[src/rtl/inst_pipe_regs_pkg.sv]
// Shared MIPS32 instruction-set definitions: opcodes, function codes,
// the bubble word, field extraction and writer/reader classification.
package inst_pipe_regs_pkg;

    // sll $0,$0,0
    localparam logic [31:0] NOP_INST = 32'h0000_0000;

    typedef enum logic [5:0] {
        OP_ALU  = 6'b000000,
        OP_BEQ  = 6'b000100,
        OP_ADDI = 6'b001000,
        OP_ANDI = 6'b001100,
        OP_ORI  = 6'b001101,
        OP_LW   = 6'b100011,
        OP_SW   = 6'b101011
    } opcode_e;

    localparam logic [5:0] FUNCT_SLL = 6'h00;
    localparam logic [5:0] FUNCT_ADD = 6'h20;
    localparam logic [5:0] FUNCT_SUB = 6'h22;
    localparam logic [5:0] FUNCT_AND = 6'h24;
    localparam logic [5:0] FUNCT_OR  = 6'h25;
    localparam logic [5:0] FUNCT_SLT = 6'h2a;

    function automatic logic [5:0] f_opcode(input logic [31:0] inst);
        return inst[31:26];
    endfunction

    function automatic logic [4:0] f_rs(input logic [31:0] inst);
        return inst[25:21];
    endfunction

    function automatic logic [4:0] f_rt(input logic [31:0] inst);
        return inst[20:16];
    endfunction

    function automatic logic [4:0] f_rd(input logic [31:0] inst);
        return inst[15:11];
    endfunction

    function automatic logic writes_rd(input logic [5:0] op);
        return op == OP_ALU;
    endfunction

    function automatic logic writes_rt(input logic [5:0] op);
        return (op == OP_ADDI) || (op == OP_ANDI) || (op == OP_ORI) || (op == OP_LW);
    endfunction

    function automatic logic reads_rt(input logic [5:0] op);
        return (op == OP_ALU) || (op == OP_BEQ) || (op == OP_SW);
    endfunction

    // Destination register of an instruction; 0 when it writes nothing.
    function automatic logic [4:0] dest_of(input logic [31:0] inst);
        logic [5:0] op;
        op = f_opcode(inst);
        if (writes_rd(op)) begin
            return f_rd(inst);
        end
        if (writes_rt(op)) begin
            return f_rt(inst);
        end
        return 5'd0;
    endfunction

endpackage

[src/rtl/inst_pipe_regs_hazard_detect.sv]
// RAW hazard detection between the ID instruction and the two older
// in-flight writers (EX and MEM). MEM/WB is not considered because the
// register file writes before it reads.
module hazard_detect
    import inst_pipe_regs_pkg::*;
(
    input  logic [31:0] ifid_inst,
    input  logic [31:0] idex_inst,
    input  logic [31:0] exmem_inst,
    output logic        stall
);

    logic [4:0] src_rs;
    logic [4:0] src_rt;
    logic [4:0] dest_ex;
    logic [4:0] dest_mem;
    logic       unused_bits;

    // Low fields never take part in source/destination extraction.
    assign unused_bits = ^{ifid_inst[15:0], idex_inst[10:0], exmem_inst[10:0]};

    // Compare each nonzero source of the ID instruction with both older destinations.
    always_comb begin
        src_rs   = f_rs(ifid_inst);
        src_rt   = reads_rt(f_opcode(ifid_inst)) ? f_rt(ifid_inst) : 5'd0;
        dest_ex  = dest_of(idex_inst);
        dest_mem = dest_of(exmem_inst);
        stall    = 1'b0;
        if ((src_rs != 5'd0) && ((src_rs == dest_ex) || (src_rs == dest_mem))) begin
            stall = 1'b1;
        end
        if ((src_rt != 5'd0) && ((src_rt == dest_ex) || (src_rt == dest_mem))) begin
            stall = 1'b1;
        end
    end

endmodule

[src/rtl/inst_pipe_regs.sv]
// Five-stage pipeline instruction registers with RAW stall insertion,
// taken-BEQ flush and saturating stall/flush performance counters.
module inst_pipe_regs
    import inst_pipe_regs_pkg::*;
#(
    parameter logic [31:0] NOP_INST = inst_pipe_regs_pkg::NOP_INST,
    parameter int unsigned CNT_W    = 16
) (
    input  logic             clock,
    input  logic             reset,
    input  logic [31:0]      IF_Inst,
    input  logic             Branch_Taken,
    output logic [31:0]      PR_IFID_Inst,
    output logic [31:0]      PR_IDEX_Inst,
    output logic [31:0]      PR_EXMEM_Inst,
    output logic [31:0]      PR_MEMWB_Inst,
    output logic             PC_Hold,
    output logic             PC_Redirect,
    output logic [CNT_W-1:0] Stall_Count,
    output logic [CNT_W-1:0] Flush_Count
);

    logic [31:0]      ifid_q,  ifid_d;
    logic [31:0]      idex_q,  idex_d;
    logic [31:0]      exmem_q, exmem_d;
    logic [31:0]      memwb_q, memwb_d;
    logic [CNT_W-1:0] stall_cnt_q, stall_cnt_d;
    logic [CNT_W-1:0] flush_cnt_q, flush_cnt_d;
    logic             stall;
    logic             flush;

    hazard_detect u_hazard (
        .ifid_inst  (ifid_q),
        .idex_inst  (idex_q),
        .exmem_inst (exmem_q),
        .stall      (stall)
    );

    // Branch_Taken only matters when a BEQ sits in EX/MEM.
    always_comb begin
        flush = Branch_Taken && (f_opcode(exmem_q) == OP_BEQ);
    end

    // Pipeline advance: flush outranks stall, stall outranks normal flow.
    always_comb begin
        ifid_d      = IF_Inst;
        idex_d      = ifid_q;
        exmem_d     = idex_q;
        memwb_d     = exmem_q;
        stall_cnt_d = stall_cnt_q;
        flush_cnt_d = flush_cnt_q;
        if (flush) begin
            ifid_d  = NOP_INST;
            idex_d  = NOP_INST;
            exmem_d = NOP_INST;
            if (!(&flush_cnt_q)) begin
                flush_cnt_d = flush_cnt_q + CNT_W'(1);
            end
        end else if (stall) begin
            ifid_d = ifid_q;
            idex_d = NOP_INST;
            if (!(&stall_cnt_q)) begin
                stall_cnt_d = stall_cnt_q + CNT_W'(1);
            end
        end
    end

    // State registers with synchronous reset to the bubble state.
    always_ff @(posedge clock) begin
        if (reset) begin
            ifid_q      <= NOP_INST;
            idex_q      <= NOP_INST;
            exmem_q     <= NOP_INST;
            memwb_q     <= NOP_INST;
            stall_cnt_q <= '0;
            flush_cnt_q <= '0;
        end else begin
            ifid_q      <= ifid_d;
            idex_q      <= idex_d;
            exmem_q     <= exmem_d;
            memwb_q     <= memwb_d;
            stall_cnt_q <= stall_cnt_d;
            flush_cnt_q <= flush_cnt_d;
        end
    end

    // PC control and register outputs.
    always_comb begin
        PC_Hold       = stall && !flush;
        PC_Redirect   = flush;
        PR_IFID_Inst  = ifid_q;
        PR_IDEX_Inst  = idex_q;
        PR_EXMEM_Inst = exmem_q;
        PR_MEMWB_Inst = memwb_q;
        Stall_Count   = stall_cnt_q;
        Flush_Count   = flush_cnt_q;
    end

endmodule

[config.mk]
export PLATFORM = sky130hd
export DESIGN_NAME = inst_pipe_regs
export DESIGN_NICKNAME = d
export VERILOG_FILES = /design/src/rtl/inst_pipe_regs_pkg.sv /design/src/rtl/inst_pipe_regs_hazard_detect.sv /design/src/rtl/inst_pipe_regs.sv
export SDC_FILE = /design/constraint.sdc
export NUM_CORES = 1
export LEC_CHECK = 0
export ABC_CLOCK_PERIOD_IN_PS = 6300
export CORE_MARGIN = 10
export CORE_UTILIZATION = 52
export CTS_BUF_LIST = sky130_fd_sc_hd__clkbuf_8
export DETAILED_ROUTE_END_ITERATION = 16
export GPL_TIMING_DRIVEN = 0
export MAX_ROUTING_LAYER = met4
export PLACE_DENSITY = 0.88
export SLEW_MARGIN = 20
export SYNTH_ARGS = -nofsm -noshare
export SYNTH_HDL_FRONTEND = slang
export SYNTH_SLANG_ARGS = --single-unit
[constraint.sdc]
create_clock -name clock -period 6.3 [get_ports clock]
set_input_delay 0.63 -clock clock [delete_from_list [all_inputs] [get_ports clock]]
set_output_delay 0.63 -clock clock [all_outputs]
set_load 0.02 [all_outputs]
== After elaboration in Yosys (flattened, before gate mapping) ==
Index checks and enable logic that the tools add are counted.

* Flip-flop bits (word level): 160
* Memory bits (writable): 0
* Bits of input ports: 35
* Bits in latches: 0
* Logic and storage cells: 69
* Memory bits (read-only): 0
* Output and inout bits: 162
* Memories kept: 0

* Mux-type cells: 17
* Bitwise operators: 3
* Equality and inequality tests: 15
* Divide/modulo/power cells: 0
* Multipliers: 0
* Magnitude comparators: 0
* Reductions and logical operators: 26
* Add/subtract/negate cells: 2
* Shifts and indexed selects: 0

{| class="wikitable"
|+ Operators by type and width
! operator !! count
|-
| $mux W5 || 9
|-
| $eq A6 B4 Y1 const B || 6
|-
| $add A16 B1 Y16 const B || 2
|-
| $reduce_and A16 Y1 || 2
|-
| $eq A5 B5 Y1 || 4
|-
| $eq A6 B6 Y1 const B || 3
|-
| $logic_not A6 Y1 || 3
|-
| $eq A6 B3 Y1 const B || 2
|-
| $logic_or A1 B1 Y1 || 10
|-
| $reduce_bool A5 Y1 || 2
|-
| $mux W1 || 8
|-
| $logic_and A1 B1 Y1 || 4
|-
| $not A1 Y1 || 3
|-
| $reduce_and A3 Y1 || 1
|-
| $reduce_or A3 Y1 || 1
|-
| $reduce_and A2 Y1 || 1
|-
| $reduce_or A2 Y1 || 1
|-
| $logic_not A1 Y1 || 1
|}

== Longest topological paths before layout ==
Gate-level depths: netlist of run 1.

* Depth in word-level cells: 14
* Depth in mapped cells: 12
* Mapped depth without buffers: 9

== Hierarchy ==
A second synthesis of run 1 with hierarchy kept.

* Cell total of the unflattened synthesis: 592
* Area total of the unflattened synthesis: 5957.0 um^2

{| class="wikitable"
|+ By module, submodules not included
! module !! seq. area each (um^2) !! area each (um^2) !! times used !! cells an instance
|-
| inst_pipe_regs || 3203.1 || 5429.0 || 1 || 519
|-
| hazard_detect || 0.0 || 528.0 || 1 || 73
|}

== Worst setup path before layout of run 1 ==
No wires, ideal clock.

* Kind: register to output
* Start: register idex_q[27], in the netlist PR_IDEX_Inst[27]
* End: output PC_Hold
* Setup slack: 3.187 ns
* Buffers on the path: 1
* Stages on the path, launching flop included: 10
* Required time: 5.670 ns
* Data arrival time: 2.483 ns
* Cells stage by stage: dfxtp_1 > and3_1 > buf_2 > a22oi_1 > a21o_1 > nor4bb_1 > o2111ai_1 > or4_1 > nor4b_1 > nor2_1

* Word-level cells in the longest chain between the ends: 14
* Elaborated cells between the ends (all ways): 23
* Classes of those cells: eq/ne (6); mux (8); reduce/logical (9)

{| class="wikitable"
|+ RTL lines
! item !! line !! source
|-
| start, declared || inst_pipe_regs.sv:24 || <nowiki>logic [31:0] idex_q, idex_d;</nowiki>
|-
| start signal, assigned || inst_pipe_regs.sv:79 || <nowiki>idex_q <= idex_d;</nowiki>
|-
| $eq A6 B4 Y1 || inst_pipe_regs_pkg.sv:46 || <nowiki>return (op == OP_ADDI) || (op == OP_ANDI) || (op == OP_ORI) || (op == OP_LW);</nowiki>
|-
| $logic_or A1 B1 Y1 (3 in a row) || inst_pipe_regs_pkg.sv:46 ||
|-
| $mux W1 (2 in a row) || inst_pipe_regs_pkg.sv:60 || <nowiki>if (writes_rt(op)) begin</nowiki>
|-
| $mux W5 || inst_pipe_regs_pkg.sv:63 || <nowiki>return 5'd0;</nowiki>
|-
| $mux W5 * || inst_pipe_regs_pkg.sv:60 ||
|-
| $eq A5 B5 Y1 || inst_pipe_regs_hazard_detect.sv:29 || <nowiki>if ((src_rs != 5'd0) && ((src_rs == dest_ex) || (src_rs == dest_mem))) begin</nowiki>
|-
| $logic_or A1 B1 Y1 || inst_pipe_regs_hazard_detect.sv:29 ||
|-
| $logic_and A1 B1 Y1 || inst_pipe_regs_hazard_detect.sv:29 ||
|-
| $mux W1 || inst_pipe_regs_hazard_detect.sv:29 ||
|-
| $mux W1 * || inst_pipe_regs_hazard_detect.sv:32 || <nowiki>if ((src_rt != 5'd0) && ((src_rt == dest_ex) || (src_rt == dest_mem))) begin</nowiki>
|-
| $logic_and A1 B1 Y1 * || inst_pipe_regs.sv:89 || <nowiki>PC_Hold = stall && !flush;</nowiki>
|-
| end, declared || inst_pipe_regs.sv:17 || <nowiki>output logic PC_Hold,</nowiki>
|}

Mark *: on every way between the ends. The rest lies on a longest branch, timed or not. The select of a mux whose other input is x is not followed.

== Final worst setup path of run 1 ==
Same ends and word-level chain as after synthesis.

==> summary.txt, run 1 <==
GRT
  – First-pass GRT wire length: 30.3 mm
  – Vias in the first global route: 5620
  – Gr usage total: 0.235
  – Grt total ovfl: 0
  – Initial antenna violation count: 0
  – Pin count of the biggest net entering global routing: 17

Clock network
  – TritonCTS Buffers: 17
  – Clock transition at the registers of the reported paths: 0.08 ns
  – Root Buffer: clkbuf_8
  – CTS Buffer Depth: 2
  – Postcts setup bufs: 0
  – Post-CTS sizing: 0
  – Worst-Skew Late Latency: 0.46 ns
  – CTS Sinks: 160
  – Hold_buf cts: 0
  – H-tree depth: 4
  – CTS tree: built

STA
  – Setup Total Neg Slack: 0 ns
  – Period utilization: 0.680
  – Final WS setup: 2.01 ns
  – Clock skew: 0.0115 ns
  – Fin. Hold Viols: 0
  – Final Setup Violations: 0
  – Max Slew Vio Count: 0
  – Minimum clock period: 4.29 ns
  – Worst slew pin tran: 0.786 ns
  – RSZ-0062 raised after global routing: no
  – Worst slew margin: 0.472
  – Fmax: 233 MHz

Worst setup path
  – CP Max Fanout: 8
  – Reg2Reg Depth: 11
  – Max incr delay on CP: 0.64 ns
  – CP Capture Type: primary output
  – CP required: 5.67 ns
  – Crit path DAT: 3.66 ns
  – Startpoint types: register
  – Crit path cell chain: and3_1 -> buf_2 -> a22oi_1 -> a21o_1 -> nor4bb_1 -> o2111ai_1 -> or4_1 -> nor4b_1 -> nor2_1 -> clkdlybuf4s50_1
  – Critical path class: reg2out
  – Crit-path slowest cell: clkdlybuf4s50_1

Yosys
  – Syn avg cell area: 9.80 sq um
  – Post-synthesis mux area share: 0.0753
  – Async set-reset flop share out of synthesis: 0
  – Seq/Total Area, Yosys: 0.506
  – Simple-gate portion of the synthesized area: 0.303
  – Main combinational cell family by area after synthesis: simple AND/OR/NAND/NOR gates
  – Yosys warning count: 0
  – Number of synthesized register bits: 160
  – Syn nets: 683
  – Distinct cell type count after synthesis: 54
  – Synth Area in XOR/XNOR: 0.0221
  – Synth Cell Area: 6330 sq um
  – EDFF count, synth: 0
  – Compound-gate portion of the synthesized area: 0.0563
  – Post-Synthesis Cells: 646
  – Top FF cell, synth: dfxtp_1
  – Synth Area in Adders: 0.00395

Place
  – Post-DP HPWL: 15.5 mm
  – Final GP Congestion: 0.944
  – # port buffers: 196
  – Pre-CTS WS: 2.52 ns

Routing
  – Vias/cell: 5.53
  – Drt wl/cell: 19.4 um
  – DRT iter0 DRCs: 484
  – Antenna viol nets, final: 0
  – DRT Pass-1 Iters: 4
  – Via count: 5651
  – DRT Wirelength: 19.9 mm
  – Drt drc: 0

Run status
  – Status: completed

Layout
  – Core Util, Final: 0.748
  – Most common cell after layout, fill and taps aside: clkdlybuf4s50_1
  – Synth-to-layout area growth: 41.4%
  – Ant diodes: 0
  – Layout net count: 898
  – Most frequent cells in the layout: clkdlybuf4s50_1, dfxtp_1, nor2_1, and3_1, nor2b_1
  – Filler cells: 845
  – Layout cells sized above 1: 0.0721

Power
  – Static leakage: 3.60 nW
  – Overall power: 4.28 mW
  – Power per cell area: 478 nW/um^2
  – Max IR drop VDD: 0.000583 V

Hold path
  – Hold Crit Depth: 1
  – Hold WC Path Type: reg2reg

Die
  – Die H: 130 um
  – Die width: 130 um
  – Die area: 17000 sq um
  – Area of the core: 12000 sq um
  – Initial core utilization: 0.529
  – Num rows: 40
  – # IOs: 197

Job
  – Max-cap check violation count: 0
[registers in the layout (all words and copies together), names as in the netlist]
| signal | cells |
|---|---|
| Stall_Count | 16 |
| PR_IFID_Inst | 32 |
| PR_IDEX_Inst | 32 |
| PR_EXMEM_Inst | 32 |
| PR_MEMWB_Inst | 32 |
| Flush_Count | 16 |
[synth_stat cells (9+ instances only)]
library cell  number  area, sq um
clkbuf_1          22         82.6
nand2_1           14         52.6
and2_1            35          219
nor2b_1           44          275
a21oi_1           15         75.1
nand3_1           26          130
nor3_1             9         45.0
xnor2_1           12          105
dfxtp_1          160         3200
nand2b_1           9         56.3
inv_1             11         41.3
nand4_1           15         93.8
and3_1            46          288
mux2i_1           36          360
nor2_1            78          293
[stage by stage]
step	hold slack, ns	instance area (sq um)	cells
2_1_floorplan	0.546	6330	646
3_3_place_gp	0.447	8480	989
3_5_place_dp	0.449	8480	989
4_1_cts	0.471	8950	1021
5_1_grt	0.482	8950	1021
6_report	0.472	8950	1021
[cell families after synthesis]
family	after synthesis
fa+ha+maj	2
buf+inv	44
compound gates	53
simple gates	326
flops	160
mux	45
xor+xnor	16
[area by class of cell]
class                           instances  area (sq um)  share of cell area
Clock inverter                         13           209              0.0233
Tap cell                              147           184              0.0205
Sequential cell                       160          3200               0.358
Inverter                               11          41.3             0.00461
Multi-Input combinational cell        442          2920               0.326
Buffer                                 33           170              0.0190
Clock buffer                           19           262              0.0292
Timing Repair Buffer                  196          1960               0.219
[critical path: cells and delay by family, from the launching register on]
family | cells | cell delay (ns)
and+or+nand+nor | 5 | 1.36
buffers and inverters | 2 | 0.79
AOI/OAI and AO/OA | 3 | 0.64
DFF | 1 | 0.42
[report_power, final]
part	switching (mW)	leakage (nW)	total, mW	internal (mW)
Sequential	0.199	1.30	1.39	1.19
Clock	0.380	0.239	0.874	0.494
Combinational	1.10	2.07	2.01	0.906
Total	1.68	3.60	4.28	2.59
[final timing paths]
| path | from | to | slack, ns |
|---|---|---|---|
| setup reg to reg | PR_EXMEM_Inst[29] | PR_IFID_Inst[12] | 2.89 |
| hold reg to reg | PR_EXMEM_Inst[4] | PR_MEMWB_Inst[4] | 0.47 |
| hold / removal | PR_EXMEM_Inst[4] | PR_MEMWB_Inst[4] | 0.47 |
| setup / recovery | PR_IDEX_Inst[27] | PC_Hold | 2.01 |
[metal layers]
metal / global-route usage / wire, um / vias to the layer above
li1: - / - / 2705
met1: 0.278 / 8340 / 2680
met2: 0.387 / 9850 / 236
met3: 0.0519 / 1300 / 30
met4: 0.0863 / 371 / 0
met5: - / 0 / -
Power figures use the tool's default switching activity.
==> run 2: changes to the inputs <==
Settings changed: ABC_CLOCK_PERIOD_IN_PS 6300 to 3550, CORE_UTILIZATION 52 to 44, PLACE_DENSITY 0.88 to 0.79.
Clock period 6.3 ns to 3.55 ns, I/O delays scaled along.
==> summary.txt, run 2 (synthesis gave the netlist of run 1 again) <==
Worst setup path
  – CP Capture Type: primary output
  – CP Max Fanout: 8
  – Max incr delay on CP: 0.43 ns
  – Startpoint types: register
  – CP required: 3.19 ns
  – Crit path cell chain: and3_1 -> buf_2 -> a22oi_2 -> a21o_1 -> nor4bb_1 -> o2111ai_1 -> or4_1 -> nor4b_1 -> nor2_1 -> buf_4
  – Critical path class: reg2out
  – Crit path DAT: 2.94 ns
  – Crit-path slowest cell: or4_1

Routing
  – Antenna viol nets, final: 0
  – Vias/cell: 5.12
  – Drt wl/cell: 17.8 um
  – DRT Wirelength: 18.8 mm
  – Drt drc: 0
  – Via count: 5419
  – DRT Pass-1 Iters: 4
  – DRT iter0 DRCs: 338

GRT
  – Pin count of the biggest net entering global routing: 17
  – Grt total ovfl: 0
  – Initial antenna violation count: 0
  – First-pass GRT wire length: 29.6 mm
  – Gr usage total: 0.193
  – Vias in the first global route: 5280

Place
  – Post-DP HPWL: 14.4 mm
  – Final GP Congestion: 0.908
  – Area after DPL: 8520 sq um
  – # port buffers: 196

Die
  – Initial core utilization: 0.453
  – Area of the core: 14000 sq um
  – Die width: 140 um
  – Die H: 140 um
  – Num rows: 43
  – # IOs: 197
  – Die area: 19600 sq um

Power
  – Static leakage: 3.60 nW
  – Max IR drop VDD: 0.000574 V
  – Power per cell area: 835 nW/um^2

Clock network
  – Worst-Skew Late Latency: 0.46 ns
  – Hold_buf cts: 0
  – CTS tree: built
  – CTS Buffer Depth: 2
  – CTS Sinks: 160
  – Root Buffer: clkbuf_8
  – H-tree depth: 4
  – Clock transition at the registers of the reported paths: 0.09 ns
  – TritonCTS Buffers: 17

STA
  – Clock skew: 0.0159 ns
  – Setup Total Neg Slack: 0 ns
  – Max Slew Vio Count: 0
  – Fmax: 303 MHz
  – Fin. Hold Viols: 0
  – RSZ-0062 raised after global routing: no
  – Final Setup Violations: 0
  – Worst slew margin: 0.515
  – Worst slew pin tran: 0.721 ns
  – Period utilization: 0.928
  – Minimum clock period: 3.30 ns

Layout
  – Synth-to-layout area growth: 42.9%
  – Most frequent cells in the layout: clkdlybuf4s50_1, dfxtp_1, nor2_1, and3_1, nor2b_1
  – Design Area, Final: 9040 sq um
  – Ant diodes: 0
  – Layout cells sized above 1: 0.0899
  – Core Util, Final: 0.647
  – Most common cell after layout, fill and taps aside: clkdlybuf4s50_1
  – Layout net count: 903

Job
  – Max-cap check violation count: 0

Run status
  – Status: completed

Hold path
  – Hold WC Path Type: reg2reg
-- run 2: changes by cell type in the layout (fill, tap and decap cells not counted), sizes merged --
cell	previous run	this run
buf	11	17
clkinvlp	1	5
clkbuf	41	39
clkinv	3	1
bufinv	5	4
clkdlybuf4s50	196	195
inv	15	16
-- run 2: worst paths after layout --
| check | from | end | slack, ns | cells after the start |
|---|---|---|---|---|
| worst max-delay path | PR_IDEX_Inst[27] | PC_Hold | 0.25 | 10 |
| worst min-delay path | PR_IDEX_Inst[5] | PR_EXMEM_Inst[5] | 0.46 | 1 |
| worst max register to register | PR_EXMEM_Inst[29] | PR_IFID_Inst[9] | 0.30 | 11 |
| worst min register to register | PR_IDEX_Inst[5] | PR_EXMEM_Inst[5] | 0.46 | 1 |
-- run 2: repair_timing --
| item | 4_1_cts | 5_1_grt |
|---|---|---|
| gates cloned | 0 | 0 |
| setup buffers | 0 | 5 |
| pin swaps | 0 | 9 |
| setup endpoints to repair | 1 | 10 |
| resized for setup | 9 | 10 |
-- run 2: stage by stage --
stage	hold WS, ns	std cells	power, mW	setup WS, ns
final	0.455	1059	7.55	0.255
after global routing	0.464	1059	7.97	0.0244
after CTS	0.457	1054	7.51	0.0193
after detailed placement	0.438	1022	6.01	-0.00940
after global placement	0.435	1022	5.98	-0.0274
after floorplan	0.499	646	4.68	0.688
-- run 2: metal layers --
metal  vias to the layer above  track usage  wire length, um
met5                         -            -                0
met2                       172        0.303             8910
met3                        20       0.0663             1470
li1                       2714            -                -
met1                      2513        0.230             8270
met4                         0       0.0565              198
-- run 2: critical path: cells and delay by family, from the launching register on --
| family | cells | cell delay, ns |
|---|---|---|
| compound gates | 3 | 0.55 |
| buf+inv | 2 | 0.32 |
| flops | 1 | 0.39 |
| simple gates | 5 | 1.22 |
-- run 2: final cells by class --
cell class / instances / area, sq um
buffer: 33 / 170
tap: 180 / 225
timing repair buffer: 201 / 2000
multi-input combinational: 442 / 2950
fill: 1149 / 4940
sequential: 160 / 3220
inverter: 11 / 41.3
clock inverter: 15 / 205
clock buffer: 17 / 234
-- run 2: where the power goes --
| part | internal, mW | switching (mW) | total, mW |
|---|---|---|---|
| combinational | 1.65 | 1.98 | 3.63 |
| clock | 0.772 | 0.702 | 1.47 |
| sequential | 2.13 | 0.319 | 2.44 |
| total | 4.54 | 3.00 | 7.55 |
==> RTL change: new RTL, flow settings as in run 1 <==
Change the parameter `CNT_W` from 16 to 32.
--- a/src/rtl/inst_pipe_regs.sv
+++ b/src/rtl/inst_pipe_regs.sv
@@ -4,7 +4,7 @@
     import inst_pipe_regs_pkg::*;
 #(
     parameter logic [31:0] NOP_INST = inst_pipe_regs_pkg::NOP_INST,
-    parameter int unsigned CNT_W    = 16
+    parameter int unsigned CNT_W    = 32
 ) (
     input  logic             clock,
     input  logic             reset,
Interface: changed (resized Flush_Count and Stall_Count); port bits go from 197 to 229. No check against the original RTL was run, so the function may have changed too.
==> RTL change against run 1 <==
Total power increased by 4.6%. Routed wire length grew 18%. Design area up 18%. Synthesized area up 20%. Non-clock buffer count is 42 higher. Maximum frequency is 16% lower. Combinational power rose by 3%. Sequential cell count grew 32. Register-to-register slack worse by 0.34 ns. Setup slack worse by 0.79 ns. Critical path type unchanged. Critical endpoint unchanged.
==> RTL change: results <==
{
  "worstPathMaxFanout": 10,
  "final_wirelength_mm": 23.41,
  "async_flop_share_pct": 0,
  "h-tree-depth": 4,
  "netlist-cell-type-count": 62,
  "postSynthNetCount": 821,
  "transition_at_the_pin_with_the_smallest_max_transition_slack_ns": 0.8079,
  "synth_sequential_area_ratio_pct": 50.64,
  "first_global_vias": 6790,
  "synth.cells.most_frequent": "192 x sky130_fd_sc_hd__dfxtp_1, 94 x sky130_fd_sc_hd__nor2_1, 48 x sky130_fd_sc_hd__and3_1, 46 x sky130_fd_sc_hd__nor2b_1, 38 x sky130_fd_sc_hd__nand3_1",
  "drt_first_pass_iters": 6,
  "critical-path-slowest-cell": "sky130_fd_sc_hd__nor3b_4",
  "clock_tree.root_cell": "sky130_fd_sc_hd__clkbuf_8",
  "synthTopCellsByArea": "sky130_fd_sc_hd__dfxtp_1 51%, sky130_fd_sc_hd__nor2_1 4.6%, sky130_fd_sc_hd__mux2i_1 4.5%",
  "p_leak_nw": 4.108,
  "post-dp-hpwl_mm": 17.60,
  "min-delay-start": "PR_EXMEM_Inst[10]",
  "critical-path-max-stage-delay_ns": 0.59,
  "clock_transition_time_at_the_flip_flop_clock_pins_of_the_worst_setup_and_hold_paths_ns": 0.10,
  "critical_path_arrival_ns": 4.45,
  "final_layout_size_suffix_gt1_share_pct": 6.418,
  "buffer_ports.inserted": 228,
  "rrSetupSlack_ns": 2.55,
  "outcome": "finished, final reports clean",
  "final_net_count": 1068,
  "worst_hold_path_type": "flop to flop",
  "ir_drop_uv": 378.1,
  "globalRouteTotalUtil_pct": 23.62,
  "cts_buffer_depth": 2,
  "grt_start_max_net_pins": 18,
  "dr.first_iter.drc_count": 607,
  "endpoint_of_the_most_critical_register_to_register_path": "PR_IFID_Inst[2]",
  "worstSetupStartpoint": "PR_IDEX_Inst[30]",
  "post_cts.resized_instances": 0,
  "fill_cells": 1078,
  "min_to": "PR_MEMWB_Inst[10]",
  "finalWeightedCongestion": 0.9067,
  "grt_first_pass_wirelength_mm": 36.80,
  "clock-skew-final_ns": 0.01731,
  "vias_post_dr": 6814
}
RTL change: cells by family after synthesis:
logic type | after synthesis | synth area share [%]
AO/OA/AOI/OAI | 78 | 6.825
buffers and inverters | 48 | 3.363
adder cells (fa/ha/maj) | 2 | 0.3297
multiplexers | 47 | 6.413
AND/OR/NAND/NOR | 378 | 27.93
flip-flops | 192 | 50.64
XOR/XNOR | 39 | 4.500
RTL change: final cells by class:
type,count,area share [%]
diodes,1,0.02377
plain buffers,43,2.246
clock buffers,20,2.614
clock inverters,12,1.414
inverters,5,0.1783
multi-input cells,544,33.16
flip-flops and latches,192,36.51
well taps,184,2.187
repair buffers,228,21.68
RTL change: per-stage QoR:
step / setup WS, ns / hold WS (ns) / cells / area, sq um / utilization (%)
after floorplan: 2.965 / 0.5462 / 784 / 7590 / -
after global placement: 2.003 / 0.4323 / 1196 / 10100 / 70.04
after detailed placement: 2.014 / 0.4433 / 1196 / 10100 / 70.04
after CTS: 1.297 / 0.4664 / 1228 / 10530 / 72.98
after global routing: 1.042 / 0.4762 / 1228 / 10530 / 72.98
final: 1.222 / 0.4642 / 1229 / 10530 / 73.00
RTL change: layer usage:
| metal | up-vias | part of all wire [%] | GRT usage [%] |
|---|---|---|---|
| li1 | 3239 | - | - |
| met3 | 55 | 8.7 | 7.726 |
| met2 | 333 | 47 | 37.34 |
| met4 | 0 | 3.3 | 9.511 |
| met1 | 3187 | 41 | 27.21 |
| met5 | - | 0 | - |
RTL change: power by group:
part / internal (mW) / switching [mW]
clock network: 0.394 / 0.451
registers: 1.39 / 0.164
logic: 0.918 / 1.15
